<file path="src/rtl/mem_stage_pkg.sv">
// rtl/mem_stage_pkg.sv - shared state encoding and defaults for the MEM stage
package mem_stage_pkg;

  localparam int ARQ_DEF     = 16;
  localparam int TIMEOUT_DEF = 15;

  typedef enum logic [0:0] {
    IDLE = 1'b0,
    BUSY = 1'b1
  } state_t;

endpackage

</file>
<file path="src/rtl/mem_timeout_ctr.sv">
// rtl/mem_timeout_ctr.sv - BUSY-cycle watchdog, compiled only with MEM_TIMEOUT_EN
`ifdef MEM_TIMEOUT_EN
module mem_timeout_ctr
  import mem_stage_pkg::*;
#(
  parameter int TIMEOUT = TIMEOUT_DEF
) (
  input  logic clk,
  input  logic rst,
  input  logic clear,
  input  logic run,
  output logic expire
);

  localparam int W = (TIMEOUT > 1) ? $clog2(TIMEOUT) : 1;

  logic [W-1:0] cnt;

  always_ff @(posedge clk or posedge rst) begin
    if (rst) begin
      cnt <= '0;
    end else if (clear) begin
      cnt <= '0;
    end else if (run) begin
      cnt <= cnt + 1'b1;
    end
  end

  // cnt holds the number of completed BUSY cycles, so TIMEOUT-1 marks the TIMEOUT-th one
  assign expire = run && (cnt == W'(TIMEOUT - 1));

endmodule
`endif

</file>
<file path="src/rtl/mem_access_stage.sv">
// rtl/mem_access_stage.sv - pipeline MEM stage with req/ack data memory port
// Optional access watchdog and sticky err_out enabled by MEM_TIMEOUT_EN.
module mem_access_stage
  import mem_stage_pkg::*;
#(
  parameter int ARQ     = ARQ_DEF,
  parameter int TIMEOUT = TIMEOUT_DEF
) (
  input  logic           clk,
  input  logic           rst,
  input  logic           wb_enable_in,
  input  logic           mem_enable_in,
  input  logic           mem_write_in,
  input  logic [ARQ-1:0] src1_in,
  input  logic [ARQ-1:0] srcdest_in,
  input  logic [ARQ-1:0] alu_result_in,
  output logic           mem_req,
  output logic           mem_we,
  output logic [ARQ-1:0] mem_addr,
  output logic [ARQ-1:0] mem_wdata,
  input  logic           mem_ack,
  input  logic [ARQ-1:0] mem_rdata,
  output logic           stall_out,
  output logic           wb_enable_out,
  output logic [ARQ-1:0] wb_data_out,
  output logic [ARQ-1:0] srcdest_out,
  output logic           err_out
);

  state_t         state;
  logic [ARQ-1:0] addr_q;
  logic [ARQ-1:0] wdata_q;
  logic [ARQ-1:0] srcdest_q;
  logic           we_q;
  logic           wbe_q;
  logic           busy;
  logic           timeout_hit;

  assign busy = (state == BUSY);

`ifdef MEM_TIMEOUT_EN
  mem_timeout_ctr #(
    .TIMEOUT (TIMEOUT)
  ) u_timeout_ctr (
    .clk    (clk),
    .rst    (rst),
    .clear  (~busy),
    .run    (busy & ~mem_ack),
    .expire (timeout_hit)
  );

  always_ff @(posedge clk or posedge rst) begin
    if (rst) begin
      err_out <= 1'b0;
    end else if (timeout_hit) begin
      err_out <= 1'b1;
    end
  end
`else
  logic timeout_unused;
  assign timeout_unused = (TIMEOUT == 0);
  assign timeout_hit    = 1'b0;
  assign err_out        = 1'b0;
`endif

  // mem_req follows the state register, so an async reset drops it immediately
  assign mem_req   = busy;
  assign mem_we    = busy & we_q;
  assign mem_addr  = addr_q;
  assign mem_wdata = wdata_q;
  assign stall_out = (~busy & mem_enable_in) | (busy & ~mem_ack & ~timeout_hit);

  always_ff @(posedge clk or posedge rst) begin
    if (rst) begin
      state         <= IDLE;
      addr_q        <= '0;
      wdata_q       <= '0;
      srcdest_q     <= '0;
      we_q          <= 1'b0;
      wbe_q         <= 1'b0;
      wb_enable_out <= 1'b0;
      wb_data_out   <= '0;
      srcdest_out   <= '0;
    end else begin
      case (state)
        IDLE: begin
          if (mem_enable_in) begin
            addr_q        <= alu_result_in;
            wdata_q       <= src1_in;
            srcdest_q     <= srcdest_in;
            we_q          <= mem_write_in;
            wbe_q         <= wb_enable_in & ~mem_write_in;
            wb_enable_out <= 1'b0;
            state         <= BUSY;
          end else begin
            wb_enable_out <= wb_enable_in;
            wb_data_out   <= alu_result_in;
            srcdest_out   <= srcdest_in;
          end
        end
        BUSY: begin
          wb_enable_out <= 1'b0;
          if (mem_ack) begin
            state       <= IDLE;
            srcdest_out <= srcdest_q;
            if (we_q) begin
              wb_data_out <= addr_q;
            end else begin
              wb_data_out   <= mem_rdata;
              wb_enable_out <= wbe_q;
            end
          end else if (timeout_hit) begin
            state <= IDLE;
          end
        end
        default: state <= IDLE;
      endcase
    end
  end

endmodule
</file>
<file path="config.mk">
export PLATFORM = sky130hd
export DESIGN_NAME = mem_access_stage
export DESIGN_NICKNAME = d
export VERILOG_FILES = /design/src/rtl/mem_stage_pkg.sv /design/src/rtl/mem_timeout_ctr.sv /design/src/rtl/mem_access_stage.sv
export SDC_FILE = /design/constraint.sdc
export NUM_CORES = 1
export LEC_CHECK = 0
export BUFFER_PORTS_ARGS = -buffer_cell sky130_fd_sc_hd__buf_2
export CAP_MARGIN = 10
export CELL_PAD_IN_SITES_DETAIL_PLACEMENT = 1
export CELL_PAD_IN_SITES_GLOBAL_PLACEMENT = 1
export CORE_ASPECT_RATIO = 0.9
export CORE_MARGIN = 2
export CORE_UTILIZATION = 42
export DETAILED_ROUTE_END_ITERATION = 6
export GPL_TIMING_DRIVEN = 0
export PLACE_DENSITY = 0.95
export SKIP_LAST_GASP = 1
export SYNTH_ARGS = -nofsm -noshare
export SYNTH_HDL_FRONTEND = slang
export SYNTH_SLANG_ARGS = --single-unit
</file>
<file path="constraint.sdc">
create_clock -name clk -period 8.2 [get_ports clk]
set_input_delay 1.64 -clock clk [delete_from_list [all_inputs] [get_ports clk]]
set_output_delay 1.64 -clock clk [all_outputs]
set_load 0.03 [all_outputs]
</file>
After elaboration in Yosys (flattened, before gate mapping)
Index checks and enable logic that the tools add are counted.
Storage, ports and cells
  word-level logic and storage cells: 35
  output and inout bits: 69
  input port bits: 70
  register bits after elaboration: 84
Cells by class
  equal/unequal tests: 2
  bitwise operators: 8
  reductions and logical operators: 2
  mux-type cells: 14
Operator list (count)
  two-way mux 16 bit: 5
  one-hot mux 16 bit (2 select lines): 2
  two-way mux 1 bit: 5
  AND 1 bit: 4
  inequality test 2 bit, second input constant: 2
  one-hot mux 1 bit (2 select lines): 2
  AND reduction 2 bit: 2
  NOT 1 bit: 3
  bitwise OR 1 bit: 1

Longest topological paths before layout
Gate-level depths: netlist of the first run.
  depth in word-level cells: 3
  depth in mapped cells: 6

Worst setup path after synthesis of the first run
Ideal clock, no wire load.
  path kind: input port to output port
  from: input port mem_enable_in
  to: output port stall_out
  data arrival time: 2.277 ns
  setup slack: 4.283 ns
  stages: 5
  path through: or2_1 -> buf_6 -> nand2_8 -> inv_2 -> buf_6
On the way
  cells in the longest elaborated chain, start to end: 2
Ends and longest elaborated chain
  start, declared: line mem_access_stage.sv:12  | input logic mem_enable_in,
  AND 1 bit: line mem_access_stage.sv:71  | assign stall_out = (~busy & mem_enable_in) | (busy & ~mem_ack & ~timeout_hit);
  bitwise OR 1 bit: line mem_access_stage.sv:71
  end, declared: line mem_access_stage.sv:23  | output logic stall_out,
Every way passes these cells.

Worst setup path in the final report of the first run
Same ends and word-level chain as after synthesis.

==> results of run 1 <==
critical path: stages:
cell,delay (ns)
buf_2,0.11
or2_1,0.21
buf_6,0.14
nand2_8,0.09
inv_2,0.09
buf_6,0.17
buf_2,0.19
cell type report:
cell class / instances / area (um^2) / area share, %
Clock buffer: 11 / 141 / 2.85
Sequential cell: 84 / 2100 / 42.4
Timing Repair Buffer: 138 / 713 / 14.4
Inverter: 4 / 17.5 / 0.353
Tap cell: 122 / 153 / 3.08
Multi-Input combinational cell: 171 / 1630 / 32.9
Clock inverter: 4 / 26.3 / 0.530
Buffer: 22 / 175 / 3.53
where the power goes:
| group | internal, W | leakage (nW) | switching (W) |
|---|---|---|---|
| Clock | 0.000117 | 0.0852 | 0.000148 |
| Sequential | 0.000530 | 0.988 | 0.0000738 |
| Combinational | 0.000261 | 1.40 | 0.000374 |
| Total | 0.000907 | 2.48 | 0.000595 |
worst paths after layout:
| check | depth (start not counted) | from | slack, ns | endpoint |
|---|---|---|---|---|
| min in group asynchronous | 2 | rst | 1.33 | mem_wdata[8] |
| min reg2reg | 2 | srcdest_out[4] | 0.51 | srcdest_out[4] |
| max | 7 | mem_enable_in | 3.91 | stall_out |
| min | 2 | srcdest_out[4] | 0.51 | srcdest_out[4] |
| max in group asynchronous | 3 | rst | 6.24 | srcdest_q[10] |
| max reg2reg | 5 | mem_req | 6.56 | wb_data_out[12] |
registers in the layout (all words and copies together), names as in the netlist:
| signal | flops |
|---|---|
| srcdest_out | 16 |
| mem_addr | 16 |
| mem_req | 1 |
| mem_wdata | 16 |
| wb_data_out | 16 |
| srcdest_q | 16 |
| we_q | 1 |
| wbe_q | 1 |
| wb_enable_out | 1 |
cells by family after synthesis:
family	synth area share [%]
buf+inv	4.85
other cells	0.0956
mux	27.6
simple gates	5.33
compound gates	8.55
flops	53.6
layout by cell type, fill, tap and decap left out:
cell / instances
a21oi_1: 1
nand2_8: 1
clkbuf_8: 10
or2_1: 1
nor2b_2: 1
mux2i_1: 17
buf_6: 10
buf_16: 1
clkinv_4: 1
o21ai_2: 9
mux2_4: 48
nand2_4: 1
conb_1: 1
o21ai_0: 24
nand3_1: 16
nand2_1: 15
dfrtp_1: 84
buf_4: 4
inv_4: 1
inv_1: 2
nor2_1: 1
clkinvlp_4: 1
nand4b_1: 1
and2_1: 1
inv_2: 1
nand3b_1: 1
clkbuf_1: 7
mux2_2: 17
clkinv_2: 2
buf_2: 139
a2bb2oi_1: 15
routing by layer:
layer  up-vias  wire, um  part of all wire, %
li1       1296         -                    -
met1      1409      4470                   42
met2        88      5570                   53
met3         7       469                  4.4
met4         0        62                 0.59
met5         -         0                    0
through the flow:
stage / power, W / worst slack [ns]
2_1_floorplan: 0.00105 / 4.28
3_3_place_gp: 0.00122 / 3.38
3_5_place_dp: 0.00125 / 3.91
4_1_cts: 0.00151 / 3.90
5_1_grt: 0.00158 / 3.87
6_report: 0.00150 / 3.91
==> flow_metrics.tcl, run 1 <==
set metrics [dict create \
    synth_most_common_cell "dfrtp_1" \
    fillerInstances 998 \
    busiest_layer "met2" \
    yosys.cell_types.count 25 \
    dr.pass1.iters 5 \
    dp.cells 541 \
    synth_top_cell_area_share_pct 53.6 \
    ys_ff_latch 84 \
    fin_area_um2 4960 \
    slew_headroom_pct 62.6 \
    remaining_drc_errors 0 \
    setup_tns_ns 0 \
    synthCells 281 \
    wl_per_cell_um 19.0 \
    grt_overflow_total 0 \
    synth_top_area_cell "dfrtp_1" \
    die_h_um 95.7 \
    ant_nets 0 \
    arrival_ns 2.65 \
    ys_seq_area_share_pct 53.6 \
    crit_fanout 11 \
    leakagePower_nw 2.48 \
    synthTopCellsByArea "dfrtp_1 54%, mux2_4 18%, mux2_2 4.9%, mux2i_1 4.3%, a2bb2oi_1 3.3%" \
    cts_tree "done" \
    synthToLayoutAreaGrowth_pct 26.4 \
    worstPathRequired_ns 6.56 \
    clockBufferDepth 2 \
    gr-usage-met2_pct 40.9 \
    die_w_um 106 \
    core_um2 9080 \
    avgSynthCellArea_um2 14.0 \
    max_freq_mhz 233 \
    grt_setup_unrepaired "false" \
    grtUsageTotal_pct 21.8 \
    power.density_nw_per_um2 303 \
    stdcell_count 556 \
    drive_above_1_share_pct 56.9 \
    num_rows 33 \
    final_nets 500 \
    cts-root-buf "clkbuf_8" \
    vias_per_cell 5.04 \
    synth_common_cells "84 x dfrtp_1, 48 x mux2_4, 24 x o21ai_0" \
    fin_util_pct 54.6 \
    fin_crit_sh_pct 52.3 \
    drv_slew 0 \
    dp_hpwl_um 7720 \
    status "finished, final reports clean" \
    grt_use_met1_pct 26.4 \
    wl_um 10600 \
    use_met3_pct 3.69 \
    grt_first_pass_wirelength_um 16800 \
    worst_slew_pin_slew_ns 0.562 \
    first_iter_violations 61 \
    dieArea_um2 10100 \
    io-pin-count 139 \
    synth_edf_count 0 \
    whs_ns 0.509 \
    max-cap-violations 0 \
    holdBufCountCts 0 \
    async_flop_share_pct 100 \
    period_minus_slack_ns 4.29 \
    clk_latency_ns 0.35 \
    synth.cell_area_um2 3920 \
    cts_buffers 9 \
    ys.warnings.count 0 \
    gp_congestion 0.739 \
    finalHoldViolCount 0 \
    num_vias 2800 \
    dpl_cell_area_um2 4790 \
    clk_pin_slew_ns 0.09 \
    diodes 0 \
    worstSetupStartpointType "input port" \
    setup_viol 0 \
    ys.flop_type "dfrtp_1" \
    htreeDepth 3 \
    skew_ns 0.0152 \
    antenna_found_initial 0 \
    grt_pass1_vias 3172 \
    peakVddDrop_mv 0.120 \
    grt_max_degree 46 \
    post_cts_buffers 0 \
    ctsResizeCount 0 \
    critPathCaptureType "primary output" \
    syn_nets 351 \
    start_util_pct 43.2 \
    holdCritPathClass "reg -> reg" \
    io_buffers 137 \
    cts_sinks 84 \
    crit_type "in -> out" \
]
Power figures use the tool's default switching activity.
==> run 2, diff against run 1 <==
- CORE_UTILIZATION: 42 -> 35
- PLACE_DENSITY: 0.95 -> 0.86
- clock period: 8.2 -> 3.8 ns (I/O delays scaled with it)
==> run 2 against run 1 <==
  * Design area increased by 2.9%
  * Critical path type unchanged
  * First-iteration DRC count increased by 33%
  * Sequential cell count unchanged
  * Critical path depth unchanged
  * Via count increased by 0.93%
==> flow_metrics.tcl, run 2 (same netlist as run 1, synthesis figures left out) <==
set metrics [dict create \
    stdcell_count 587 \
    clk_pin_slew_ns 0.06 \
    dp_hpwl_um 7560 \
    remaining_drc_errors 0 \
    cts-root-buf "clkbuf_16" \
    grt_max_degree 72 \
    first_iter_violations 81 \
    wl_um 10400 \
    crit_fanout 11 \
    clockBufferDepth 2 \
    holdBufCountCts 0 \
    cts_buffers 9 \
    htreeDepth 3 \
    dp.cells 571 \
    reg2reg_from "mem_req" \
    dieArea_um2 12100 \
    cts_sinks 84 \
    status "finished, final reports clean" \
    mostFrequentLayoutCells "139 x buf_2, 84 x dfrtp_1, 48 x mux2_4" \
    leakagePower_nw 2.52 \
    crit_type "in -> out" \
    max_freq_mhz 396 \
    die_h_um 104 \
    power.density_nw_per_um2 680 \
    holdCritPathClass "in -> async" \
    cts_tree "done" \
    final_nets 500 \
    critPathCaptureType "primary output" \
    dr.pass1.iters 4 \
    post_cts_buffers 0 \
    r2r-end "wb_data_out[13]" \
    clk_latency_ns 0.33 \
    start_util_pct 36.1 \
    io-pin-count 139 \
    peakVddDrop_mv 0.266 \
    grt_pass1_vias 3146 \
    worstPathRequired_ns 3.04 \
    period_minus_slack_ns 2.53 \
    finalHoldViolCount 0 \
    gp_congestion 0.760 \
    num_vias 2826 \
    vias_per_cell 4.81 \
    ctsResizeCount 0 \
    rr_worst_depth 5 \
    whs_ns 0.347 \
    fillerInstances 1181 \
    io_buffers 137 \
    num_rows 36 \
    die_w_um 116 \
    drv_slew 0 \
    max-cap-violations 0 \
    grt_first_pass_wirelength_um 16600 \
    diodes 0 \
    fin_crit_sh_pct 66.5 \
    slew_headroom_pct 64.0 \
    setup_viol 0 \
    worst_slew_pin_slew_ns 0.540 \
    grt_setup_unrepaired "false" \
    reg2reg_slack_ns 2.22 \
    grt_overflow_total 0 \
    drive_above_1_share_pct 56.8 \
    arrival_ns 1.77 \
    skew_ns 0.00526 \
    grtUsageTotal_pct 17.8 \
    final_common_cell "buf_2" \
    worstSetupStartpointType "input port" \
    synthToLayoutAreaGrowth_pct 30.0 \
    antenna_found_initial 1 \
    core_um2 10900 \
    ant_nets 0 \
    wl_per_cell_um 17.7 \
]
run 2: cell count changes in the layout (fill, tap and decap cells not counted):
cell,before,now
clkbuf_16,0,9
clkbuf_8,10,1
clkbuf_1,7,8
clkinv_4,1,0
clkinvlp_4,1,2
run 2: report_power, final:
group / internal, W / switching (W)
sequential: 0.00115 / 0.000156
clock: 0.000459 / 0.000342
combinational: 0.000563 / 0.000803
total: 0.00217 / 0.00130
run 2: final cells by class:
cell class,instances,area [um^2],area share (%)
Clock buffer,12,246,4.83
Tap cell,152,190,3.73
Inverter,4,17.5,0.343
Buffer,22,175,3.43
Timing Repair Buffer,138,713,14.0
Clock inverter,4,25.0,0.491
Sequential cell,84,2100,41.2
Multi-Input combinational cell,171,1630,32.0
run 2: stage by stage:
stage	setup TNS [ns]	util, %	cell area, um^2	total power (W)	worst slack, ns
2_1_floorplan	0	-	3920	0.00228	0.875
3_3_place_gp	-14.12	44.2	4800	0.00263	-0.175
3_5_place_dp	0	44.5	4830	0.00269	1.26
4_1_cts	0	47.0	5100	0.00351	1.26
5_1_grt	0	47.0	5100	0.00365	1.19
6_report	0	47.0	5100	0.00347	1.27
run 2: per-layer routing:
metal | global-route usage (%) | vias to the layer above | wire length (um)
met5 | 0 | - | 13
met4 | 6.11 | 2 | 140
met3 | 4.43 | 14 | 568
met2 | 30.1 | 96 | 5280
met1 | 22.0 | 1412 | 4360
li1 | - | 1302 | -
run 2: worst max-delay path by stage:
stage	slack (ns)	from	end
2_1_floorplan	0.87	rst	mem_addr[0]
3_3_place_gp	-0.17	rst	wb_data_out[8]
3_5_place_dp	1.26	mem_enable_in	stall_out
4_1_cts	1.26	mem_enable_in	stall_out
5_1_grt	1.19	mem_req	mem_we
6_report	1.27	mem_enable_in	stall_out
run 2: worst max-delay path, stage by stage:
cell and delay (ns):
buf_2 0.10, or2_1 0.21, buf_6 0.14, nand2_8 0.09, inv_2 0.09, buf_6 0.17, buf_2 0.18
==> run 3, diff against run 2 <==
- clock period: 3.8 -> 2.1 ns (I/O delays scaled with it)
==> run 3 against run 2 <==
  * Non-clock buffer count increased by 3
  * Combinational power increased by 82%
  * Clock skew increased by 0.0018 ns
  * Design area increased by 2.5%
  * First-iteration DRC count increased by 63%
  * Hold slack got worse by 0.024 ns
  * Sequential power increased by 81%
  * Global-route usage increased by 0.11 points
  * Via count increased by 0.64%
  * Largest cell class unchanged
  * Setup slack got worse by 1.2 ns
  * Die area unchanged
  * Largest power group unchanged
==> flow_metrics.tcl, run 3 (same netlist as run 1, synthesis figures left out) <==
set metrics [dict create \
    final_nets 503 \
    io-pin-count 139 \
    p_sw_w 0.00240 \
    worstSetupStartpointType "flip-flop" \
    ant_nets 0 \
    leakagePower_nw 2.58 \
    fin_util_pct 48.1 \
    drv_slew 0 \
    pwr-share-comb_pct 37.2 \
    grt_setup_unrepaired "false" \
    grt_overflow_total 0 \
    crit_fanout 11 \
    fin_ws_ns 0.0909 \
    gp_congestion 0.751 \
    power.density_nw_per_um2 1280 \
    grt_max_degree 42 \
    critPathCaptureType "primary output" \
    wl_um 10700 \
    skew_ns 0.00709 \
    cts_tree "done" \
    htreeDepth 3 \
    clockBufferDepth 2 \
    remaining_drc_errors 0 \
    drive_above_1_share_pct 57.3 \
    dieArea_um2 12100 \
    setup_viol 0 \
    fin_crit_sh_pct 95.7 \
    finalHoldViolCount 0 \
    arrival_ns 1.59 \
    grt_first_pass_wirelength_um 16900 \
    num_vias 2844 \
    stdcell_count 590 \
    start_util_pct 36.1 \
    clkPwrFrac_pct 27.7 \
    slew_headroom_pct 63.8 \
    final_common_cell "buf_2" \
    grtUsageTotal_pct 17.9 \
    die_w_um 116 \
    worst_slew_pin_slew_ns 0.543 \
    worstPathRequired_ns 1.68 \
    core_um2 10900 \
    reg2reg_slack_ns 0.52 \
    vias_per_cell 4.82 \
    worstHoldStart "src1_in[4]" \
    dr.pass1.iters 4 \
    cts_sinks 84 \
    status "finished, final reports clean" \
    io_buffers 137 \
    place_ws_ns 0.242 \
    synthToLayoutAreaGrowth_pct 33.2 \
    cts-root-buf "clkbuf_16" \
    holdCritPathClass "in -> reg" \
    setup_tns_ns 0 \
    grt_pass1_vias 3135 \
    dp.cells 572 \
    intPower_w 0.00431 \
    wl_per_cell_um 18.1 \
    num_rows 36 \
    max-cap-violations 0 \
    max_freq_mhz 498 \
    dp_hpwl_um 7660 \
    peakVddDrop_mv 0.462 \
    startpoint "mem_req" \
    reg2reg_from "mem_req" \
    period_minus_slack_ns 2.01 \
    die_h_um 104 \
    first_iter_violations 132 \
    mostFrequentLayoutCells "138 x buf_2, 84 x dfrtp_1, 48 x mux2_4" \
    clk_pin_slew_ns 0.07 \
    clk_latency_ns 0.33 \
    cts_buffers 9 \
    fillerInstances 1171 \
    diodes 0 \
    crit_type "reg -> out" \
    antenna_found_initial 1 \
    swShare_pct 35.8 \
    p_seq_share_pct 35.1 \
]
[run 3: cell types whose count changed in the layout (fill, tap and decap cells not counted), moves of 2 or more]
cell / previous run / this run
bufinv_16: 0 / 3
clkinv_2: 2 / 0
buf_12: 0 / 3
buf_4: 4 / 6
clkbuf_1: 8 / 6
[run 3: final timing paths]
kind	cells past startpoint	to
max	6	stall_out
min	2	mem_wdata[4]
max reg2reg	5	wb_data_out[14]
min reg2reg	2	srcdest_out[13]
max in group asynchronous	4	mem_addr[11]
min in group asynchronous	3	mem_wdata[0]
[run 3: area by class of cell]
class | instances | area, um^2 | area share, %
buffer | 22 | 185 | 3.54
clock buffer | 11 | 243 | 4.65
clock inverter | 5 | 108 | 2.06
inverter | 4 | 21.3 | 0.407
multi-input combinational | 171 | 1630 | 31.2
sequential | 84 | 2100 | 40.2
tap | 152 | 190 | 3.64
timing repair buffer | 141 | 746 | 14.3
[run 3: per-layer routing]
layer | up-vias | track usage (%) | part of all wire [%]
met1 | 1445 | 22.6 | 43
met3 | 11 | 3.38 | 4.7
met4 | 0 | 3.96 | 1.2
met2 | 84 | 31.7 | 51
met5 | - | 0 | 0
li1 | 1304 | - | -
[run 3: per-stage QoR]
stage / power [W] / instance area [um^2] / hold slack [ns]
after floorplan: 0.00412 / 3930 / 0.480
after detailed placement: 0.00488 / 4840 / 0.330
after global placement: 0.00477 / 4800 / 0.480
after CTS: 0.00678 / 5210 / 0.311
final: 0.00671 / 5230 / 0.323
after global routing: 0.00704 / 5230 / 0.309
[run 3: critical path, cell delays in order (launching register included)]
cell and delay, ns:
dfrtp_1 0.40, or2_1 0.22, buf_6 0.14, nand2_8 0.10, inv_4 0.07, buf_12 0.15, buf_4 0.17
[run 3: power by group through the flow]
| stage | Sequential, W | Clock (W) | Combinational, W |
|---|---|---|---|
| 6_report | 0.00235 | 0.00186 | 0.00250 |
| 5_1_grt | 0.00241 | 0.00198 | 0.00265 |
| 4_1_cts | 0.00235 | 0.00191 | 0.00252 |
| 3_5_place_dp | 0.00237 | 0 | 0.00251 |
| 3_3_place_gp | 0.00234 | 0 | 0.00243 |
| 2_1_floorplan | 0.00306 | 0 | 0.00106 |
[run 3: what timing repair did]
item | in CTS | in global routing
buffers inserted | 0 | 1
gates resized for setup | 2 | 3
endpoints found under the hold margin | 2 | 0
hold buffers | 1 | 0
pin swaps | 0 | 1
setup endpoints to repair | 2 | 1
